### config.mk
export PLATFORM = sky130hd
export DESIGN_NAME = keypad_event_queue_flat
export DESIGN_NICKNAME = d
export VERILOG_FILES = /design/src/rtl/keypad_event_queue_if.sv /design/src/rtl/keypad_event_queue.sv /design/src/flat_wrapper.sv
export SDC_FILE = /design/constraint.sdc
export NUM_CORES = 1
export LEC_CHECK = 0
export CAP_MARGIN = 15
export CORE_AREA = 3 3 101 103
export DETAILED_ROUTE_END_ITERATION = 10
export DIE_AREA = 0 0 104 106
export GPL_ROUTABILITY_DRIVEN = 0
export PLACE_DENSITY = 0.7
export SETUP_SLACK_MARGIN = 0.05
export SYNTH_ARGS = -nofsm -noshare
export SYNTH_HDL_FRONTEND = slang
export SYNTH_SLANG_ARGS = --single-unit
### constraint.sdc
create_clock -name Clock -period 4.6 [get_ports Clock]
set_clock_uncertainty 0.05 [all_clocks]
set_input_delay 0.92 -clock Clock [delete_from_list [all_inputs] [get_ports Clock]]
set_output_delay 0.92 -clock Clock [all_outputs]
set_load 0.01 [all_outputs]
### src/rtl/keypad_event_queue_if.sv
// Event interface between the keypad event queue and the calculator control.
//   ready   : consumer accepts the head event this cycle
//   valid   : head event available
//   code    : key code of the head event (bit index in the key snapshot)
//   level   : number of queued events (0..DEPTH)
//   dropped : one-cycle pulse when a fresh press was lost
// Modport master is the queue side, slave is the consumer side.
interface keypad_event_queue_if #(
    parameter int unsigned DEPTH = 4
);
    localparam int unsigned LW = $clog2(DEPTH) + 1;

    logic          ready;
    logic          valid;
    logic [3:0]    code;
    logic [LW-1:0] level;
    logic          dropped;

    modport master (
        input  ready,
        output valid,
        output code,
        output level,
        output dropped
    );

    modport slave (
        output ready,
        input  valid,
        input  code,
        input  level,
        input  dropped
    );
endinterface

### src/rtl/keypad_event_queue.sv
// Keypad event queue: turns 16-bit debounced key snapshots into discrete
// press events (with auto-repeat for a single held key), buffers them in a
// small FIFO and hands them out over a valid/ready handshake.
//   Clock : system clock
//   Reset : asynchronous, active-low reset
//   keys  : debounced key state, bit 4*r+c = line r / column c, 1 = pressed
//   evq   : event interface (master side): ready in; valid, code, level,
//           dropped out
module keypad_event_queue #(
    parameter int unsigned DEPTH        = 4,
    parameter int unsigned REPEAT_DELAY = 50000000,
    parameter int unsigned REPEAT_RATE  = 10000000
) (
    input  logic                         Clock,
    input  logic                         Reset,
    input  logic [15:0]                  keys,
    keypad_event_queue_if.master         evq
);
    localparam int unsigned AW = $clog2(DEPTH);
    localparam int unsigned LW = AW + 1;

    logic [15:0]   prev_q;
    logic [15:0]   pending_q, pending_d;
    logic [31:0]   rpt_cnt_q, rpt_cnt_d;
    logic [3:0]    fifo_q [DEPTH];
    logic [AW-1:0] wr_ptr_q, rd_ptr_q;
    logic [LW-1:0] level_q, level_d;
    logic          dropped_q;

    logic [15:0]   edges;
    logic [15:0]   rep;
    logic [15:0]   req;
    logic [3:0]    sel;
    logic          eligible;
    logic          rep_fire;
    logic          pop;
    logic          push;
    logic          drop;

    assign edges = keys & ~prev_q;

    // Auto-repeat only for exactly one key held steady since last cycle.
    assign eligible = (REPEAT_DELAY != 0) && $onehot(keys) && (keys == prev_q);
    assign rep_fire = eligible && (rpt_cnt_q == 32'(REPEAT_DELAY - 1));
    assign rep      = rep_fire ? keys : 16'h0000;

    assign req  = pending_q | edges | rep;
    // Only a fresh edge on an already-owed key counts as a lost press;
    // repeats colliding with a pending bit merge silently.
    assign drop = |(edges & pending_q);

    always_comb begin
        sel = 4'd0;
        for (int i = 15; i >= 0; i--) begin
            if (req[i]) begin
                sel = 4'(i);
            end
        end
    end

    assign pop  = (level_q != '0) && evq.ready;
    // A pop in the same cycle frees the slot even when full.
    assign push = (|req) && ((level_q < LW'(DEPTH)) || pop);

    always_comb begin
        pending_d = req;
        if (push) begin
            pending_d[sel] = 1'b0;
        end
    end

    always_comb begin
        if (!eligible) begin
            rpt_cnt_d = 32'd0;
        end else if (rep_fire) begin
            rpt_cnt_d = 32'(REPEAT_DELAY - REPEAT_RATE);
        end else begin
            rpt_cnt_d = rpt_cnt_q + 32'd1;
        end
    end

    always_comb begin
        case ({push, pop})
            2'b10:   level_d = level_q + LW'(1);
            2'b01:   level_d = level_q - LW'(1);
            default: level_d = level_q;
        endcase
    end

    always_ff @(posedge Clock or negedge Reset) begin
        if (!Reset) begin
            prev_q    <= 16'h0000;
            pending_q <= 16'h0000;
            rpt_cnt_q <= 32'd0;
            wr_ptr_q  <= '0;
            rd_ptr_q  <= '0;
            level_q   <= '0;
            dropped_q <= 1'b0;
            for (int i = 0; i < int'(DEPTH); i++) begin
                fifo_q[i] <= 4'd0;
            end
        end else begin
            prev_q    <= keys;
            pending_q <= pending_d;
            rpt_cnt_q <= rpt_cnt_d;
            level_q   <= level_d;
            dropped_q <= drop;
            if (push) begin
                fifo_q[wr_ptr_q] <= sel;
                wr_ptr_q         <= wr_ptr_q + AW'(1);
            end
            if (pop) begin
                rd_ptr_q <= rd_ptr_q + AW'(1);
            end
        end
    end

    assign evq.valid   = (level_q != '0);
    assign evq.code    = fifo_q[rd_ptr_q];
    assign evq.level   = level_q;
    assign evq.dropped = dropped_q;
endmodule
### src/flat_wrapper.sv
// flat-port wrapper written by rule: the top's interface ports become plain ports
module keypad_event_queue_flat 
#(
    parameter int unsigned DEPTH        = 4,
    parameter int unsigned REPEAT_DELAY = 50000000,
    parameter int unsigned REPEAT_RATE  = 10000000
)
  (Clock, Reset, keys, evq_ready, evq_valid, evq_code, evq_level, evq_dropped);
  keypad_event_queue_if #(.DEPTH(DEPTH)) evq_i ();
  input  logic Clock;
  input  logic Reset;
  input  logic [15:0] keys;
  input wire logic [$bits(evq_i.ready)-1:0] evq_ready;
  output wire logic [$bits(evq_i.valid)-1:0] evq_valid;
  output wire logic [$bits(evq_i.code)-1:0] evq_code;
  output wire logic [$bits(evq_i.level)-1:0] evq_level;
  output wire logic [$bits(evq_i.dropped)-1:0] evq_dropped;
  assign evq_i.ready = evq_ready;
  assign evq_valid = evq_i.valid;
  assign evq_code = evq_i.code;
  assign evq_level = evq_i.level;
  assign evq_dropped = evq_i.dropped;
  keypad_event_queue #(.DEPTH(DEPTH), .REPEAT_DELAY(REPEAT_DELAY), .REPEAT_RATE(REPEAT_RATE)) u_core (.Clock(Clock), .Reset(Reset), .keys(keys), .evq(evq_i));
endmodule
==> results.md, run 1 <==
### Floorplan
• **number of primary I/O pins** 28
• **placement row count** 35
• **starting density of the core** 55.0%
• **Std-Cell Core Area** 9280 um2
• **Die Wd** 104 um
• **Die Height** 106 um
• **overall die area** 11000 um2

### Worst setup path
• **Reg2Reg Capture Point** u_core.evq.level[2]
• **Reg2Reg Launch Point** u_core.rpt_cnt_q[24]
• **Worst setup EP type** flop
• **critical path data required time** 4800 ps
• **arrival time worst endpoint** 6110 ps
• **Setup CP Type** in2reg
• **critical path fanouts, max** 5
• **R2R cell count** 14
• **Worst Setup SP** keys[14]
• **startpoint type of the worst setup path** input pin
• **endpoint of the worst setup timing path** u_core.evq.level[2]
• **setup slack of the most critical reg-to-reg path** 990 ps

### Global route
• **number of antenna violations at the first check in global routing** 0
• **global-route usage over all layers** 23.6%
• **leftover overflow at the end of global routing** 0
• **wire length of the first global-routing pass** 20700 um
• **number of global-route vias before repair** 4205
• **largest net degree at the start of global routing** 63

### Timing
• **final-layout setup total negative slack** -50550 ps
• **FMAX** 0.169 GHz
• **RSZ-0062 raised after global routing** true
• **actual slew at the worst max-slew pin** 877 ps
• **normalized max-slew margin** 41.1%
• **number of setup violations in the final report** 69
• **setup ws final** -1320 ps
• **post-layout minimum cycle time** 5920 ps
• **pins over their slew limit** 0
• **Period Utilization, post-route** 129%
• **Hold Vio Cnt, Final** 0

### Routing
• **routed wire length** 12500 um
• **count of unresolved DRC violations after routing** 0
• **initial detailed-routing violation count** 293
• **router iterations before antenna repair** 5
• **count of antenna-violating nets left after detailed routing** 0
• **total number of vias** 4057
• **vias per cell** 5.67
• **post-DR wirelength/cell** 17.5 um

### Clock tree
• **Clk Latency, worst-skew pair** 360 ps
• **post-CTS clock slew at the launch and capture registers of the worst setup and hold paths** 100 ps
• **clock tree buffer depth** 2
• **CTS Root Buffer Type** sky130_fd_sc_hd__clkbuf_8
• **maximum level of the CTS H-tree** 3
• **clock tree from TritonCTS** done
• **clock sink count** 88
• **TritonCTS Buffers** 9

### Cells and area
• **fraction of layout cells with a size suffix above 1** 34.9%
• **summed area of non-filler cells in the final layout** 6620 um2
• **Area Growth Syn to Fin** 29.7%
• **Core Util, Final** 71.3%
• **antenna diode instance count** 0
• **Net count, final** 648

### Worst hold path
• **class of the tightest hold or removal check** reg2reg

### Synthesis
• **total number of yosys warnings** 0
• **top cell types by occurrence after synthesis** sky130_fd_sc_hd__dfrtp_1 (88), sky130_fd_sc_hd__inv_1 (52), sky130_fd_sc_hd__nor2_1 (47)
• **cell accounting for the most synthesized area** sky130_fd_sc_hd__dfrtp_1
• **mean instance size in the synthesized netlist** 10.5 um2
• **share of async-settable or async-resettable flops after synthesis** 100%
• **leading register cell type out of synthesis** sky130_fd_sc_hd__dfrtp_1
• **post-synth top area share** 43.1%
• **distinct cell type count of the synthesized netlist** 61
• **most common cell in the synthesized netlist** sky130_fd_sc_hd__dfrtp_1
• **flops & latches, synth** 88
• **Cell Area, Synth** 5110 um2
• **fraction of the yosys area taken by sequential cells** 43.1%
• **net count of the mapped netlist** 553
• **number of flops mapped to enable cells by yosys** 0
• **top cells by area in the synthesized netlist** sky130_fd_sc_hd__dfrtp_1 (43%), sky130_fd_sc_hd__ha_1 (8.6%), sky130_fd_sc_hd__fa_1 (4.7%)
• **Synth Instances** 487

### Placement
• **HPWL reported at the end of detailed placement** 9290 um
• **number of port buffers** 27
• **area of placed instances** 6120 um2

### Power and ir drop
• **P_leak** 2.89 nW
• **Peak VDD IR** 0.000322 V
• **power density of the placed cells** 383 nW/um2

### Outcome
• **violated checks** negative setup slack
• **result of the run** finished with violations

### Run
• **number of max-cap violations** 0

## stage by stage
step | setup slack [ps] | power [mW] | hold slack (ps) | instances
2_1_floorplan | -1530 | 1.61 | 400 | 487
3_3_place_gp | -2110 | 1.93 | 426 | 689
3_5_place_dp | -2310 | 1.97 | 432 | 689
4_1_cts | -1510 | 2.54 | 451 | 711
5_1_grt | -1530 | 2.70 | 473 | 716
6_report | -1320 | 2.54 | 448 | 716
## kinds of logic after synthesis
family | Yosys count | share of synthesized area [%]
fa+ha+maj | 47 | 13.3
buf+inv | 62 | 5.02
flops | 88 | 43.1
mux | 16 | 4.70
compound gates | 82 | 11.3
xor+xnor | 31 | 5.32
simple gates | 161 | 17.3
## flip-flops by register name, summed over array words and instances, names as in the netlist
| register | count |
|---|---|
| u_core.pending_q | 16 |
| u_core.evq.level | 3 |
| u_core.fifo_q | 16 |
| u_core.prev_q | 16 |
| u_core.wr_ptr_q | 2 |
| u_core.evq.dropped | 1 |
| u_core.rd_ptr_q | 2 |
| u_core.rpt_cnt_q | 32 |
## area by class of cell
cell class                 instances  area [um2]
inverter                          52         200
clock buffer                      11         141
sequential                        88        2200
timing repair buffer              94         852
fill                             717        2660
clock inverter                     5        63.8
multi-input combinational        337        3000
tap                              129         161
## routing by layer
metal | global-route usage (%) | routed length, um | up-vias
li1 | - | - | 1889
met1 | 31.8 | 5460 | 2029
met2 | 39.3 | 6290 | 116
met3 | 3.95 | 512 | 23
met4 | 7.03 | 235 | 0
met5 | 0 | 0 | -
## cells in the final DEF, fill, tap and decap left out, drive strengths merged, types with 10 or more instances in the layout
master	n
xor2	16
nor2	48
nand3	17
xnor2	15
fa	12
buf	78
dfrtp	88
inv	53
ha	35
a21oi	24
a31oi	10
clkdlybuf4s50	14
clkbuf	13
o21ai	13
nand4	13
nand2	31
mux2	12
## power by group
group	switching, mW	internal (mW)
logic	0.467	0.534
registers	0.0963	0.884
clock network	0.287	0.270
total	0.850	1.69
## critical path: stages
cell	delay, ps
sky130_fd_sc_hd__buf_6	100
sky130_fd_sc_hd__ha_4	250
sky130_fd_sc_hd__inv_2	30
sky130_fd_sc_hd__fa_2	560
sky130_fd_sc_hd__inv_2	40
sky130_fd_sc_hd__fa_2	440
sky130_fd_sc_hd__fa_2	370
sky130_fd_sc_hd__fa_1	520
sky130_fd_sc_hd__ha_2	180
sky130_fd_sc_hd__fa_1	400
sky130_fd_sc_hd__nand4b_1	190
sky130_fd_sc_hd__nor4_2	200
sky130_fd_sc_hd__o2111a_2	320
sky130_fd_sc_hd__buf_6	160
sky130_fd_sc_hd__a31oi_4	90
sky130_fd_sc_hd__and2_4	200
sky130_fd_sc_hd__nand4_1	110
sky130_fd_sc_hd__o21a_1	210
sky130_fd_sc_hd__inv_4	50
sky130_fd_sc_hd__ha_4	150
sky130_fd_sc_hd__inv_2	50
sky130_fd_sc_hd__fa_2	190
sky130_fd_sc_hd__xor2_1	150
sky130_fd_sc_hd__nor2_1	80
sky130_fd_sc_hd__xor2_1	150
## repair_timing
action / 4_1_cts / 5_1_grt
buffers inserted: 6 / 3
cloned: 1 / 2
endpoints found under the hold margin: 0 / 0
hold buffers: 0 / 0
endpoints found under the setup margin: 69 / 69
pin swaps: 21 / 27
resized for setup: 74 / 47
## how the worst min path moves through the flow
stage,depth (start not counted),start,end
global placement,1,u_core.rpt_cnt_q[0],u_core.rpt_cnt_q[0]
finish,1,u_core.rpt_cnt_q[0],u_core.rpt_cnt_q[0]
detailed placement,1,u_core.fifo_q[3],u_core.fifo_q[3]
global route,1,u_core.rpt_cnt_q[0],u_core.rpt_cnt_q[0]
CTS,1,u_core.rpt_cnt_q[0],u_core.rpt_cnt_q[0]
floorplan,1,u_core.rpt_cnt_q[0],u_core.rpt_cnt_q[0]
Power figures use the tool's default switching activity.
==> inputs of run 2 (changes only) <==
--- a/config.mk
+++ b/config.mk
@@ -6,11 +6,11 @@
 export NUM_CORES = 1
 export LEC_CHECK = 0
 export CAP_MARGIN = 15
-export CORE_AREA = 3 3 101 103
+export CORE_AREA = 2 2 100 102
 export DETAILED_ROUTE_END_ITERATION = 10
-export DIE_AREA = 0 0 104 106
+export DIE_AREA = 0 0 102 104
 export GPL_ROUTABILITY_DRIVEN = 0
-export PLACE_DENSITY = 0.7
+export PLACE_DENSITY = 0.73
 export SETUP_SLACK_MARGIN = 0.05
 export SYNTH_ARGS = -nofsm -noshare
 export SYNTH_HDL_FRONTEND = slang
==> run 2 against run 1 <==
Net effect:
- the run still ends with negative setup slack left
- clock power increased by 3.9%
- register-to-register slack worse by 160 ps
- routed wire length increased by 11%
- die area shrank 3.8%
- worst hold slack got worse by 4.4 ps
==> results.md, run 2 (same netlist as run 1, synthesis figures left out) <==
### Outcome
• **result of the run** finished with violations
• **violated checks** negative setup slack

### Power and ir drop
• **P_leak** 2.97 nW
• **Peak VDD IR** 0.000388 V
• **power density of the placed cells** 385 nW/um2
• **post-layout power** 2.69 mW

### Cells and area
• **antenna diode instance count** 0
• **Non-Filler Instances** 727
• **summed area of non-filler cells in the final layout** 6980 um2
• **filler instances** 626
• **most common library cell in the layout ignoring fill and taps** sky130_fd_sc_hd__dfrtp_1
• **leading cell types in the layout, fill and taps excluded** sky130_fd_sc_hd__dfrtp_1 (88), sky130_fd_sc_hd__buf_4 (59), sky130_fd_sc_hd__inv_1 (37), sky130_fd_sc_hd__ha_1 (27), sky130_fd_sc_hd__nand2_1 (24)
• **fraction of layout cells with a size suffix above 1** 40.4%
• **max FFs per register** 32
• **register bank with the most flops** u_core.rpt_cnt_q
• **Area Growth Syn to Fin** 36.6%
• **Net count, final** 655

### Routing
• **count of unresolved DRC violations after routing** 0
• **count of antenna-violating nets left after detailed routing** 0
• **initial detailed-routing violation count** 287
• **post-DR wirelength/cell** 19.1 um
• **routed wire length** 13900 um
• **total number of vias** 4239
• **vias per cell** 5.83
• **router iterations before antenna repair** 6

### Floorplan
• **number of primary I/O pins** 28
• **Std-Cell Core Area** 9550 um2
• **starting density of the core** 53.5%
• **Die Height** 104 um
• **overall die area** 10600 um2
• **placement row count** 36
• **Die Wd** 102 um

### Placement
• **area of placed instances** 6130 um2
• **HPWL reported at the end of detailed placement** 9070 um
• **number of port buffers** 27
• **Inst Count DP** 691

### Timing
• **setup ws final** -1360 ps
• **number of setup violations in the final report** 69
• **normalized max-slew margin** 26.3%
• **post-layout minimum cycle time** 5960 ps
• **final-layout setup total negative slack** -53260 ps
• **Hold Vio Cnt, Final** 0
• **pins over their slew limit** 0
• **FMAX** 0.168 GHz
• **RSZ-0062 raised after global routing** true
• **Period Utilization, post-route** 130%
• **actual slew at the worst max-slew pin** 1100 ps

### Worst setup path
• **startpoint type of the worst setup path** input pin
• **Setup CP Type** in2reg
• **R2R cell count** 14
• **Worst setup EP type** flop
• **arrival time worst endpoint** 6150 ps
• **critical path data required time** 4790 ps
• **critical path fanouts, max** 8

### Worst hold path
• **class of the tightest hold or removal check** reg2reg
• **depth of the worst hold-timing path** 1

### Global route
• **GR met2 Demand/Resource** 39.8%
• **number of antenna violations at the first check in global routing** 0
• **most used routing layer** met2
• **wire length of the first global-routing pass** 21500 um
• **global-route usage over all layers** 25.8%
• **met3 routing resource usage after global routing** 6.38%
• **GR met1 Demand/Resource** 36.7%
• **leftover overflow at the end of global routing** 0
• **number of global-route vias before repair** 4290
• **largest net degree at the start of global routing** 53

### Clock tree
• **clock tree from TritonCTS** done
• **post-CTS clock slew at the launch and capture registers of the worst setup and hold paths** 90 ps
• **clock sink count** 88
• **clock tree buffer depth** 2
• **Clk Latency, worst-skew pair** 360 ps
• **maximum level of the CTS H-tree** 3
• **TritonCTS Buffers** 9
• **CTS Root Buffer Type** sky130_fd_sc_hd__clkbuf_8

### Run
• **number of max-cap violations** 0

run 2: timing repair:
item | 4_1_cts | 5_1_grt
resized for setup | 96 | 73
buffers inserted | 12 | 8
cloned | 3 | 2
endpoints found under the hold margin | 0 | 0
endpoints found under the setup margin | 69 | 69
hold buffers | 0 | 0
pin swaps | 34 | 35
run 2: per-layer routing:
layer	vias up	wire length (um)
li1	1914	-
met1	2105	5870
met2	177	6700
met3	43	933
met4	0	379
met5	-	0
run 2: area by class of cell:
cell class / count / area (um2) / area share (%)
clock inverter: 6 / 72.6 / 1.04
multi-input combinational: 337 / 3190 / 45.8
sequential: 88 / 2200 / 31.6
clock buffer: 10 / 138 / 1.97
inverter: 52 / 198 / 2.83
tap: 133 / 166 / 2.38
timing repair buffer: 101 / 1010 / 14.4
run 2: worst paths after layout:
check,slack (ps),to,startpoint
min in group asynchronous,520,u_core.prev_q[14],Reset
hold reg to reg,440,u_core.rpt_cnt_q[0],u_core.rpt_cnt_q[0]
max in group asynchronous,3020,u_core.prev_q[2],Reset
setup reg to reg,830,u_core.evq.level[2],u_core.rpt_cnt_q[24]
hold / removal,440,u_core.rpt_cnt_q[0],u_core.rpt_cnt_q[0]
setup / recovery,-1360,u_core.evq.level[2],keys[4]
run 2: metrics by stage:
| step | hold WS [ps] | util, % | worst slack [ps] |
|---|---|---|---|
| 6_report | 444 | 73.1 | -1360 |
| 3_5_place_dp | 431 | 64.2 | -2190 |
| 5_1_grt | 470 | 73.1 | -1690 |
| 3_3_place_gp | 422 | 64.2 | -2090 |
| 4_1_cts | 439 | 69.5 | -1510 |
| 2_1_floorplan | 400 | - | -1530 |
run 2: power by group:
| group | internal (mW) | total, mW | switching [mW] |
|---|---|---|---|
| sequential | 0.884 | 0.980 | 0.0956 |
| combinational | 0.595 | 1.13 | 0.534 |
| clock | 0.274 | 0.579 | 0.304 |
| total | 1.75 | 2.69 | 0.934 |
run 2: worst max-delay path, cell delays in order:
cell and delay (ps):
sky130_fd_sc_hd__buf_4 100, sky130_fd_sc_hd__ha_4 120, sky130_fd_sc_hd__inv_2 40, sky130_fd_sc_hd__fa_1 500, sky130_fd_sc_hd__fa_1 510, sky130_fd_sc_hd__fa_1 520
sky130_fd_sc_hd__inv_1 50, sky130_fd_sc_hd__fa_1 490, sky130_fd_sc_hd__ha_2 190, sky130_fd_sc_hd__fa_1 390, sky130_fd_sc_hd__nand4b_1 210, sky130_fd_sc_hd__nor4_2 210
sky130_fd_sc_hd__o2111a_1 280, sky130_fd_sc_hd__buf_12 160, sky130_fd_sc_hd__a31oi_4 90, sky130_fd_sc_hd__and2_4 210, sky130_fd_sc_hd__nand4_1 150, sky130_fd_sc_hd__o21a_2 220
sky130_fd_sc_hd__inv_4 40, sky130_fd_sc_hd__ha_4 150, sky130_fd_sc_hd__inv_2 50, sky130_fd_sc_hd__fa_2 190, sky130_fd_sc_hd__xor2_1 140, sky130_fd_sc_hd__nor2_1 70
sky130_fd_sc_hd__xor2_1 160
